File: src/rtl/p2parn_bank.sv
// Bank of WIDTH clocked ratioed cells: NP active-low pull-ups against NN active-high
// pull-downs per lane, with a keeper on float, contention flags and a saturating counter.
module p2parn_bank #(
    parameter int WIDTH     = 4,
    parameter int NP        = 2,
    parameter int NN        = 1,
    parameter int MODE      = 0,
    parameter int RESET_VAL = 0,
    parameter int CNT_W     = 8
) (
    input  logic                  CK,
    input  logic                  RN,
    input  logic                  EN,
    input  logic [WIDTH*NP-1:0]   A,
    input  logic [WIDTH*NN-1:0]   C,
    input  logic                  CLR,
    output logic [WIDTH-1:0]      Z,
    output logic [WIDTH-1:0]      ZX,
    output logic [CNT_W-1:0]      CNT,
    output logic                  SAT
);

    localparam logic RV = (RESET_VAL != 0);

    logic [WIDTH-1:0] pu_p0;
    logic [WIDTH-1:0] pd_p0;
    logic [WIDTH-1:0] xs_p0;
    logic [WIDTH-1:0] z_nxt_p0;
    logic             any_x_p0;
    logic [CNT_W-1:0] cnt_nxt_p0;

    logic [WIDTH-1:0] z_p1;
    logic [WIDTH-1:0] zx_p1;
    logic [CNT_W-1:0] cnt_p1;
    logic             sat_p1;

    // Resolves one lane; a fighting lane follows the pull-down unless MODE selects the keeper.
    function automatic logic lane_next(input logic pu, input logic pd, input logic zq);
        logic r;
        if (pu && !pd)
            r = 1'b1;
        else if (!pu && pd)
            r = 1'b0;
        else if (!pu && !pd)
            r = zq;
        else
            r = (MODE == 0) ? 1'b0 : zq;
        return r;
    endfunction

    function automatic logic [CNT_W-1:0] sat_inc(input logic [CNT_W-1:0] v);
        logic [CNT_W-1:0] r;
        if (&v)
            r = v;
        else
            r = v + {{(CNT_W-1){1'b0}}, 1'b1};
        return r;
    endfunction

    // Stage p0: combinational lane evaluation against the registered outputs
    always_comb begin
        pu_p0    = '0;
        pd_p0    = '0;
        z_nxt_p0 = '0;
        for (int i = 0; i < WIDTH; i++) begin
            pu_p0[i]    = ~&A[i*NP +: NP];
            pd_p0[i]    = |C[i*NN +: NN];
            z_nxt_p0[i] = lane_next(pu_p0[i], pd_p0[i], z_p1[i]);
        end
    end

    assign xs_p0      = pu_p0 & pd_p0;
    assign any_x_p0   = |xs_p0;
    assign cnt_nxt_p0 = sat_inc(cnt_p1);

    // Stage p1: registered lane outputs, flags and contention counter
    always_ff @(posedge CK or negedge RN) begin
        if (!RN) begin
            z_p1   <= {WIDTH{RV}};
            zx_p1  <= '0;
            cnt_p1 <= '0;
            sat_p1 <= 1'b0;
        end else begin
            if (EN) begin
                z_p1  <= z_nxt_p0;
                zx_p1 <= xs_p0;
            end
            if (CLR) begin
                cnt_p1 <= '0;
                sat_p1 <= 1'b0;
            end else if (EN && any_x_p0 && !(&cnt_p1)) begin
                cnt_p1 <= cnt_nxt_p0;
                if (&cnt_nxt_p0)
                    sat_p1 <= 1'b1;
            end
        end
    end

    assign Z   = z_p1;
    assign ZX  = zx_p1;
    assign CNT = cnt_p1;
    assign SAT = sat_p1;

endmodule
File: config.mk
export PLATFORM = sky130hd
export DESIGN_NAME = p2parn_bank
export DESIGN_NICKNAME = d
export VERILOG_FILES = /design/src/rtl/p2parn_bank.sv
export SDC_FILE = /design/constraint.sdc
export NUM_CORES = 1
export LEC_CHECK = 0
export ABC_AREA = 1
export ABC_CLOCK_PERIOD_IN_PS = 2029
export BUFFER_PORTS_ARGS = -buffer_cell sky130_fd_sc_hd__buf_2
export CAP_MARGIN = 20
export CORE_ASPECT_RATIO = 1.75
export CORE_MARGIN = 4
export CORE_UTILIZATION = 34
export DETAILED_ROUTE_END_ITERATION = 8
export PLACE_DENSITY_LB_ADDON = 0.15
export SETUP_SLACK_MARGIN = 0.2
export SYNTH_ARGS = -nofsm -noshare
export SYNTH_HDL_FRONTEND = slang
export SYNTH_SLANG_ARGS = --single-unit
File: constraint.sdc
create_clock -name CK -period 2.03 [get_ports CK]
set_input_delay 0.3045 -clock CK [delete_from_list [all_inputs] [get_ports CK]]
set_output_delay 0.3045 -clock CK [all_outputs]
set_load 0.01 [all_outputs]
==> impl_metrics.sql, run 1 <==
INSERT INTO impl_metrics (metric_group, metric, value, unit) VALUES
('run_status', 'outcome', 'complete, no violations', ''),
('cells_and_area', 'antenna_cells', '0', ''),
('timing', 'post-route-min-period', '1.73', 'ns'),
('placed_design', 'dp_hpwl', '1.95', 'mm'),
('critical_path', 'setup.reg_to_reg.worst_slack', '0.30', 'ns'),
('cells_and_area', 'layout_cell_share_with_drive_strength_beyond_1', '27.8', '%'),
('global_routing', 'first_global_vias', '962', ''),
('synthesis', 'yosysWarnings', '0', ''),
('route', 'dr.pass1.iters', '5', ''),
('power', 'vdd_ir_drop_max', '0.000432', 'V'),
('clock_network', 'ctsRootBufferMaster', 'clkbuf_8', ''),
('clock_network', 'clk_transition_reported_paths', '0.07', 'ns'),
('timing', 'setup_ws', '0.303', 'ns'),
('clock_network', 'ctsLongestPathBuffers', '2', ''),
('route', 'wl', '2.40', 'mm'),
('synthesis', 'post_synth_num_cell_types', '21', ''),
('cells_and_area', 'final_util', '44.5', '%'),
('timing', 'maxSlewHeadroom', '74.7', '%'),
('power', 'powerDensity', '626', 'mW/mm²'),
('critical_path', 'reg2reg_to', 'SAT', ''),
('clock_network', 'tritoncts_num_sinks', '17', ''),
('run', 'maxCapViolations', '0', ''),
('route', 'vias_per_cell', '5.10', ''),
('cells_and_area', 'layout.filler_cells', '302', ''),
('power', 'pwr-share-seq', '49.9', '%'),
('critical_path', 'worst-path-max-fanout', '7', ''),
('power', 'p_leak', '0.627', 'nW'),
('timing', 'setup_violations', '0', ''),
('route', 'antenna_violation_net_count_after_detailed_routing', '0', ''),
('timing', 'grt_setup_unrepaired', 'false', ''),
('synthesis', 'syn_area', '948', 'µm²'),
('timing', 'finalSetupTns', '0', 'ns'),
('critical_path', 'cp_max_stage_delay', '0.45', 'ns'),
('worst_hold_path', 'min-delay-path-class', 'in -> reg', ''),
('critical_path', 'start_kind', 'flop', ''),
('synthesis', 'mappedNetlistNets', '142', ''),
('synthesis', 'post_synth.cell_area_avg', '7.59', 'µm²'),
('power', 'netSwitchingPower', '202', 'µW'),
('clock_network', 'cts_post_setup_buffers_inserted', '0', ''),
('floorplan', 'die_height', '77.9', 'µm'),
('cells_and_area', 'layout_commonest_cell', 'nand2_1', ''),
('power', 'pwr-share-comb', '15.8', '%'),
('critical_path', 'worstRegToRegCells', '10', ''),
('power', 'switching_power_as_a_share_of_total_power', '27.0', '%'),
('clock_network', 'tritoncts', 'built', ''),
('timing', 'skew', '0.00187', 'ns'),
('floorplan', 'dieWidth', '47.9', 'µm'),
('critical_path', 'rr_startpoint', 'CNT[0]', ''),
('global_routing', 'globalRouteTotalUtil', '14.8', '%'),
('placed_design', 'port_buffers', '32', ''),
('floorplan', 'core.rowCount', '25', ''),
('cells_and_area', 'nNetsFinal', '180', ''),
('route', 'iteration_0_drc_count_of_the_detailed_router', '25', ''),
('synthesis', 'syn-instance-count', '125', ''),
('placed_design', 'detailedPlace.worstSlack', '0.266', 'ns'),
('placed_design', 'finalWeightedCongestion', '0.930', ''),
('route', 'via_count', '964', ''),
('power', 'post-layout-total-power', '750', 'µW'),
('floorplan', 'placeableCoreArea', '0.00269', 'mm²'),
('timing', 'timing_worst_slew_pin_value', '0.380', 'ns'),
('power', 'share_clk_of_total_power', '34.3', '%'),
('worst_hold_path', 'min-delay-start', 'CLR', ''),
('synthesis', 'yosys_register_bits', '17', ''),
('critical_path', 'crit_path_frequent_cell', 'nand2_1', ''),
('clock_network', 'clk_latency', '0.25', 'ns'),
('route', 'wl_per_cell', '12.7', 'µm'),
('timing', 'hold_viol', '0', ''),
('route', 'drc_errors', '0', ''),
('global_routing', 'antenna_violations_before_repair', '0', ''),
('cells_and_area', 'layout-area-overhead-vs-synth', '26.3', '%'),
('power', 'p_int', '548', 'µW');
==> state kept, by name, indices dropped and copies added (netlist names) <==
| name | count |
|---|---|
| SAT | 1 |
| ZX | 4 |
| Z | 4 |
| CNT | 8 |
==> worst max-delay path: cells and delay by family (launching register included) <==
kind,cells,cell delay [ns]
simple gates,7,0.66
fa+ha+maj,1,0.25
compound gates,2,0.29
flops,1,0.45
==> cells in the mapped netlist (all sizes together) <==
library cell,instances,area (µm²)
nand3,14,70.1
nand4,1,6.26
buf,2,18.8
o22ai,2,12.5
nor2,8,45.0
nand2,37,149
a21boi,1,7.51
ha,1,12.5
inv,16,60.1
a21oi,10,53.8
o21ai,14,70.1
xnor2,1,8.76
dfrtp,17,425
xor2,1,8.76
==> cell families after synthesis <==
group,count (synthesis),synth area share [%]
adders and majority gates,1,1.32
and+or+nand+nor,60,28.5
AOI/OAI and AO/OA,27,15.2
buffers and inverters,18,8.31
xor gates and xnor gates,2,1.85
DFF,17,44.9
==> layer usage <==
| metal | wire [µm] | vias up | track usage [%] |
|---|---|---|---|
| li1 | - | 480 | - |
| met1 | 888 | 437 | 15.3 |
| met2 | 1250 | 38 | 25.6 |
| met3 | 157 | 9 | 2.09 |
| met4 | 97 | 0 | 9.16 |
| met5 | 0 | - | 0 |
==> stage by stage <==
step / hold slack (ns) / std cells / cell area, µm²
global route: 0.196 / 189 / 1200
detailed placement: 0.264 / 184 / 1140
finish: 0.205 / 189 / 1200
global placement: 0.257 / 184 / 1140
floorplan: 0.00891 / 125 / 948
CTS: 0.201 / 189 / 1190
==> timing repair <==
| item | 4_1_cts | 5_1_grt |
|---|---|---|
| resized for setup | 0 | 2 |
| setup endpoints to repair | 0 | 4 |
| hold buffers | 1 | 0 |
| endpoints found under the hold margin | 17 | 0 |
==> power by group through the flow <==
| stage | logic [mW] | registers (mW) | clock network [mW] |
|---|---|---|---|
| finish | 0.118 | 0.374 | 0.257 |
| global route | 0.136 | 0.378 | 0.282 |
| CTS | 0.121 | 0.374 | 0.265 |
| detailed placement | 0.119 | 0.380 | 0 |
| global placement | 0.118 | 0.379 | 0 |
| floorplan | 0.0535 | 0.389 | 0 |
==> final cells by class <==
| class | count | area [µm²] | area share [%] |
|---|---|---|---|
| multi-input combinational | 90 | 447 | 37.3 |
| sequential | 17 | 427 | 35.6 |
| timing repair buffer | 35 | 185 | 15.5 |
| inverter | 16 | 60.1 | 5.02 |
| clock buffer | 4 | 45.0 | 3.76 |
| tap | 27 | 33.8 | 2.82 |
==> how the worst max path moves through the flow <==
stage                to    from  cells past startpoint
global placement    SAT  CNT[0]                     10
global route        SAT  CNT[0]                     10
finish              SAT  CNT[0]                     10
floorplan           SAT  CNT[0]                     10
detailed placement  SAT  CNT[0]                     10
CTS                 SAT  CNT[0]                     10
Note: power is estimated with default switching activity, not from simulation.
==> run 2, diff against run 1 <==
GPL_TIMING_DRIVEN = 0   (was default)
PLACE_DENSITY_LB_ADDON = default   (was 0.15)
==> impl_metrics.sql, run 2 (synthesis gave the netlist of run 1 again) <==
INSERT INTO impl_metrics (metric_group, metric, value, unit) VALUES
('global_routing', 'globalRouteTotalUtil', '15.2', '%'),
('timing', 'maxSlewHeadroom', '73.8', '%'),
('placed_design', 'dp_hpwl', '1.84', 'mm'),
('route', 'antenna_violation_net_count_after_detailed_routing', '0', ''),
('cells_and_area', 'nNetsFinal', '181', ''),
('timing', 'skew', '0.00321', 'ns'),
('critical_path', 'start_kind', 'flop', ''),
('critical_path', 'timing.critical_path.arrival', '1.82', 'ns'),
('power', 'share_clk_of_total_power', '34.0', '%'),
('cells_and_area', 'largest_register_ff_count', '8', ''),
('floorplan', 'die-area', '0.00373', 'mm²'),
('power', 'powerDensity', '623', 'mW/mm²'),
('power', 'p_leak', '0.635', 'nW'),
('power', 'vdd_ir_drop_max', '0.000551', 'V'),
('cells_and_area', 'layout_cell_share_with_drive_strength_beyond_1', '28.8', '%'),
('global_routing', 'grt_pass1_wl', '4.22', 'mm'),
('clock_network', 'clk_transition_reported_paths', '0.07', 'ns'),
('timing', 'post-route-min-period', '1.63', 'ns'),
('critical_path', 'critPathKind', 'reg -> reg', ''),
('floorplan', 'dieWidth', '47.9', 'µm'),
('clock_network', 'clk_latency', '0.25', 'ns'),
('run_status', 'outcome', 'complete, no violations', ''),
('clock_network', 'tritoncts', 'built', ''),
('route', 'dr.pass1.iters', '3', ''),
('route', 'via_count', '951', ''),
('floorplan', 'core.rowCount', '25', ''),
('clock_network', 'tritoncts_num_sinks', '17', ''),
('power', 'post-layout-total-power', '755', 'µW'),
('timing', 'setup_violations', '0', ''),
('worst_hold_path', 'min-delay-path-class', 'in -> reg', ''),
('placed_design', 'port_buffers', '31', ''),
('cells_and_area', 'layout.filler_cells', '289', ''),
('critical_path', 'worst-path-max-fanout', '5', ''),
('cells_and_area', 'final_cell_mix', '35 x nand2_1, 31 x buf_2, 16 x dfrtp_1', ''),
('global_routing', 'antenna_violations_before_repair', '0', ''),
('cells_and_area', 'antenna_cells', '0', ''),
('global_routing', 'globalRouteOverflowTotal', '0', ''),
('placed_design', 'finalWeightedCongestion', '0.879', ''),
('global_routing', 'grt_start_max_net_pins', '18', ''),
('power', 'pwr-share-seq', '49.4', '%'),
('timing', 'timing_worst_slew_pin_value', '0.392', 'ns'),
('global_routing', 'first_global_vias', '1006', ''),
('route', 'vias_per_cell', '5.01', ''),
('power', 'netSwitchingPower', '206', 'µW'),
('clock_network', 'ctsRootBufferMaster', 'clkbuf_8', ''),
('route', 'wl_per_cell', '11.9', 'µm'),
('cells_and_area', 'final_std_cells_w_o_fill', '190', ''),
('critical_path', 'endpoint_kind', 'flop', ''),
('power', 'pwr-share-comb', '16.5', '%'),
('timing', 'finalMaxSlewViolations', '0', ''),
('run', 'maxCapViolations', '0', ''),
('timing', 'achievable-frequency', '615', 'MHz'),
('timing', 'grt_setup_unrepaired', 'false', ''),
('cells_and_area', 'layout-area-overhead-vs-synth', '27.8', '%'),
('floorplan', 'placeableCoreArea', '0.00269', 'mm²'),
('power', 'switching_power_as_a_share_of_total_power', '27.3', '%'),
('cells_and_area', 'layout_commonest_cell', 'nand2_1', ''),
('route', 'wl', '2.27', 'mm'),
('route', 'drc_errors', '0', ''),
('clock_network', 'ctsLongestPathBuffers', '2', ''),
('clock_network', 'cts-buffers-inserted', '3', ''),
('timing', 'hold_viol', '0', ''),
('timing', 'finalSetupTns', '0', 'ns'),
('critical_path', 'timing.critical_path.required', '2.22', 'ns'),
('clock_network', 'htree_num_levels', '1', ''),
('floorplan', 'die_height', '77.9', 'µm'),
('power', 'p_int', '549', 'µW'),
('timing', 'layout_worst_path_cycle_share', '80.1', '%'),
('floorplan', 'start_util', '35.3', '%'),
('placed_design', 'place.detailed.instances', '183', ''),
('floorplan', 'design.portCount', '33', ''),
('route', 'iteration_0_drc_count_of_the_detailed_router', '28', '');
run 2: final timing paths:
path | start | end | slack (ns) | cells past startpoint
max | CNT[0] | SAT | 0.40 | 10
min reg2reg | ZX[1] | ZX[1] | 0.49 | 2
max reg2reg | CNT[0] | SAT | 0.40 | 10
min | CLR | SAT | 0.21 | 2
min in group asynchronous | RN | ZX[0] | 0.50 | 2
max in group asynchronous | RN | CNT[0] | 1.22 | 2
run 2: metrics by stage:
| stage | instance area, µm² | hold WS, ns | setup slack, ns | utilization, % |
|---|---|---|---|---|
| final | 1210 | 0.206 | 0.404 | 45.1 |
| after floorplan | 948 | 0.00891 | 0.468 | - |
| after global routing | 1210 | 0.200 | 0.229 | 45.1 |
| after global placement | 1140 | 0.256 | 0.344 | 42.3 |
| after detailed placement | 1140 | 0.261 | 0.297 | 42.3 |
| after CTS | 1190 | 0.201 | 0.282 | 44.4 |
run 2: layout make-up:
type | instances | area (µm²) | share of cell area (%)
Clock buffer | 3 | 41.3 | 3.41
Buffer | 2 | 18.8 | 1.55
Sequential cell | 17 | 427 | 35.2
Timing Repair Buffer | 34 | 180 | 14.9
Clock inverter | 1 | 5.00 | 0.413
Inverter | 16 | 60.1 | 4.95
Tap cell | 27 | 33.8 | 2.79
Multi-Input combinational cell | 90 | 447 | 36.8
run 2: layer usage:
layer	vias to the layer above	wire (µm)	global-route usage [%]
met1	437	900	16.8
met5	-	0	0
met4	0	29	5.12
li1	482	-	-
met2	30	1200	27.1
met3	2	134	2.32
run 2: what timing repair did:
| item | 4_1_cts | 5_1_grt |
|---|---|---|
| buffers inserted | 0 | 2 |
| hold endpoints to repair | 17 | 0 |
| resized for setup | 0 | 2 |
| hold buffers | 1 | 0 |
| setup endpoints to repair | 0 | 5 |
run 2: critical path, cell delays in order, from the launching register on:
cell	delay, ns
dfrtp_2	0.44
ha_2	0.21
nand2_1	0.11
nor2_4	0.06
a21oi_1	0.18
nand2_1	0.12
nand2_1	0.11
nand2_1	0.06
nor2_1	0.09
nand2_1	0.08
a21oi_2	0.11
run 2: power by group through the flow:
stage          clock [mW]  combinational [mW]  sequential, mW
2_1_floorplan           0              0.0535           0.389
3_3_place_gp            0               0.117           0.380
3_5_place_dp            0               0.120           0.380
4_1_cts             0.268               0.122           0.374
5_1_grt             0.286               0.148           0.377
6_report            0.257               0.125           0.373
==> run 3, diff against run 2 <==
ABC_CLOCK_PERIOD_IN_PS = 1700   (was 2029)
clock period = 1.7 ns   (was 2.03 ns; I/O delays follow)
==> impl_metrics.sql, run 3 (synthesis gave the netlist of run 1 again) <==
INSERT INTO impl_metrics (metric_group, metric, value, unit) VALUES
('cells_and_area', 'antenna_cells', '0', ''),
('power', 'post-layout-total-power', '913', 'µW'),
('timing', 'setup_ws', '0.111', 'ns'),
('timing', 'layout_worst_path_cycle_share', '93.5', '%'),
('critical_path', 'start_kind', 'flop', ''),
('timing', 'grt_setup_unrepaired', 'true', ''),
('global_routing', 'grt_pass1_wl', '4.07', 'mm'),
('route', 'vias_per_cell', '5.05', ''),
('cells_and_area', 'largest_register_ff_count', '8', ''),
('cells_and_area', 'fin_area', '0.00130', 'mm²'),
('route', 'via_count', '995', ''),
('floorplan', 'dieWidth', '47.9', 'µm'),
('floorplan', 'die_height', '77.9', 'µm'),
('floorplan', 'die-area', '0.00373', 'mm²'),
('placed_design', 'detailedPlace.worstSlack', '0.00444', 'ns'),
('cells_and_area', 'final_cell_mix', '32 x buf_2, 30 x nand2_1, 15 x dfrtp_1, 15 x inv_1, 14 x nand3_1', ''),
('clock_network', 'cts-buffers-inserted', '3', ''),
('placed_design', 'dp_hpwl', '1.83', 'mm'),
('placed_design', 'place.detailed.instances', '183', ''),
('cells_and_area', 'layout-area-overhead-vs-synth', '37.2', '%'),
('clock_network', 'tritoncts_num_sinks', '17', ''),
('critical_path', 'timing.critical_path.required', '1.88', 'ns'),
('placed_design', 'finalWeightedCongestion', '0.842', ''),
('run_status', 'outcome', 'complete, no violations', ''),
('critical_path', 'timing.critical_path.arrival', '1.76', 'ns'),
('cells_and_area', 'nNetsFinal', '188', ''),
('clock_network', 'clk_transition_reported_paths', '0.07', 'ns'),
('timing', 'finalMaxSlewViolations', '0', ''),
('route', 'wl', '2.51', 'mm'),
('cells_and_area', 'final_std_cells_w_o_fill', '197', ''),
('cells_and_area', 'final_util', '48.4', '%'),
('critical_path', 'worst-path-max-fanout', '5', ''),
('clock_network', 'tritoncts', 'built', ''),
('critical_path', 'endpoint_kind', 'flop', ''),
('global_routing', 'first_global_vias', '974', ''),
('route', 'wl_per_cell', '12.7', 'µm'),
('worst_hold_path', 'min-delay-path-class', 'in -> reg', ''),
('clock_network', 'ctsLongestPathBuffers', '2', ''),
('placed_design', 'port_buffers', '31', ''),
('route', 'drc_errors', '0', ''),
('floorplan', 'design.portCount', '33', ''),
('floorplan', 'placeableCoreArea', '0.00269', 'mm²'),
('power', 'powerDensity', '702', 'mW/mm²'),
('global_routing', 'globalRouteTotalUtil', '14.8', '%'),
('clock_network', 'clk_latency', '0.25', 'ns'),
('global_routing', 'grt_start_max_net_pins', '18', ''),
('timing', 'setup_violations', '0', ''),
('power', 'p_leak', '0.684', 'nW'),
('timing', 'skew', '0.00569', 'ns'),
('placed_design', 'dpl-instance-area', '0.00114', 'mm²'),
('cells_and_area', 'layout_commonest_cell', 'buf_2', ''),
('timing', 'finalSetupTns', '0', 'ns'),
('route', 'dr.pass1.iters', '4', ''),
('timing', 'hold_viol', '0', ''),
('timing', 'achievable-frequency', '629', 'MHz'),
('power', 'vdd_ir_drop_max', '0.000542', 'V'),
('cells_and_area', 'layout_cell_share_with_drive_strength_beyond_1', '35.9', '%'),
('timing', 'worst_hold_slack', '0.171', 'ns'),
('timing', 'post-route-min-period', '1.59', 'ns'),
('clock_network', 'htree_num_levels', '1', ''),
('global_routing', 'globalRouteOverflowTotal', '0', ''),
('floorplan', 'start_util', '35.3', '%'),
('timing', 'timing_worst_slew_pin_value', '0.388', 'ns'),
('global_routing', 'antenna_violations_before_repair', '0', ''),
('worst_hold_path', 'whs_path_depth', '2', ''),
('critical_path', 'critPathKind', 'reg -> reg', ''),
('route', 'antenna_violation_net_count_after_detailed_routing', '0', ''),
('run', 'maxCapViolations', '0', ''),
('route', 'iteration_0_drc_count_of_the_detailed_router', '18', ''),
('clock_network', 'ctsRootBufferMaster', 'clkbuf_8', ''),
('critical_path', 'worstRegToRegCells', '11', ''),
('floorplan', 'core.rowCount', '25', ''),
('timing', 'maxSlewHeadroom', '74.2', '%');
run 3: cell types whose count changed in the layout (fill, tap and decap cells not counted), moves of 2 or more:
cell     previous run  this run
nand2_2             1         4
nand2_4             1         3
nand2_1            35        30
buf_4               3         9
run 3: repair_timing:
action | CTS | global route
resized for setup | 3 | 7
setup endpoints to repair | 7 | 7
pin swaps | 1 | 8
hold endpoints to repair | 17 | 0
gates cloned | 0 | 1
hold buffers | 1 | 0
buffers inserted | 3 | 5
run 3: power breakdown:
part	switching (mW)	internal, mW
clock network	0.128	0.166
registers	0.0145	0.429
logic	0.0969	0.0781
total	0.240	0.673
run 3: path summary, 6_finish.rpt:
path | startpoint | to | slack (ns)
worst max-delay path | CNT[1] | SAT | 0.11
worst max register to register | CNT[1] | SAT | 0.11
worst min register to register | ZX[0] | ZX[0] | 0.48
max in group asynchronous | RN | CNT[0] | 0.94
min in group asynchronous | RN | ZX[3] | 0.46
worst min-delay path | CLR | SAT | 0.17
run 3: area by class of cell:
class,count,area (µm²)
Sequential cell,17,428
Fill cell,269,1390
Timing Repair Buffer,41,230
Clock buffer,4,45.0
Buffer,2,18.8
Inverter,16,60.1
Tap cell,27,33.8
Multi-Input combinational cell,90,485
run 3: layer usage:
layer	GRT usage, %	vias up	routed length, µm
met4	8.36	0	63
met1	17.4	457	926
met3	1.62	4	223
li1	-	498	-
met2	24.3	36	1300
met5	0	-	0
run 3: worst max-delay path: stages (launching register included):
cell,delay [ns]
dfrtp_1,0.40
ha_4,0.18
nand2_4,0.05
nor2_4,0.14
nand2_4,0.09
nand2_2,0.06
nand2_1,0.05
nor2_1,0.10
nand2_1,0.07
nor2_2,0.15
nand2_1,0.09
a21oi_2,0.11
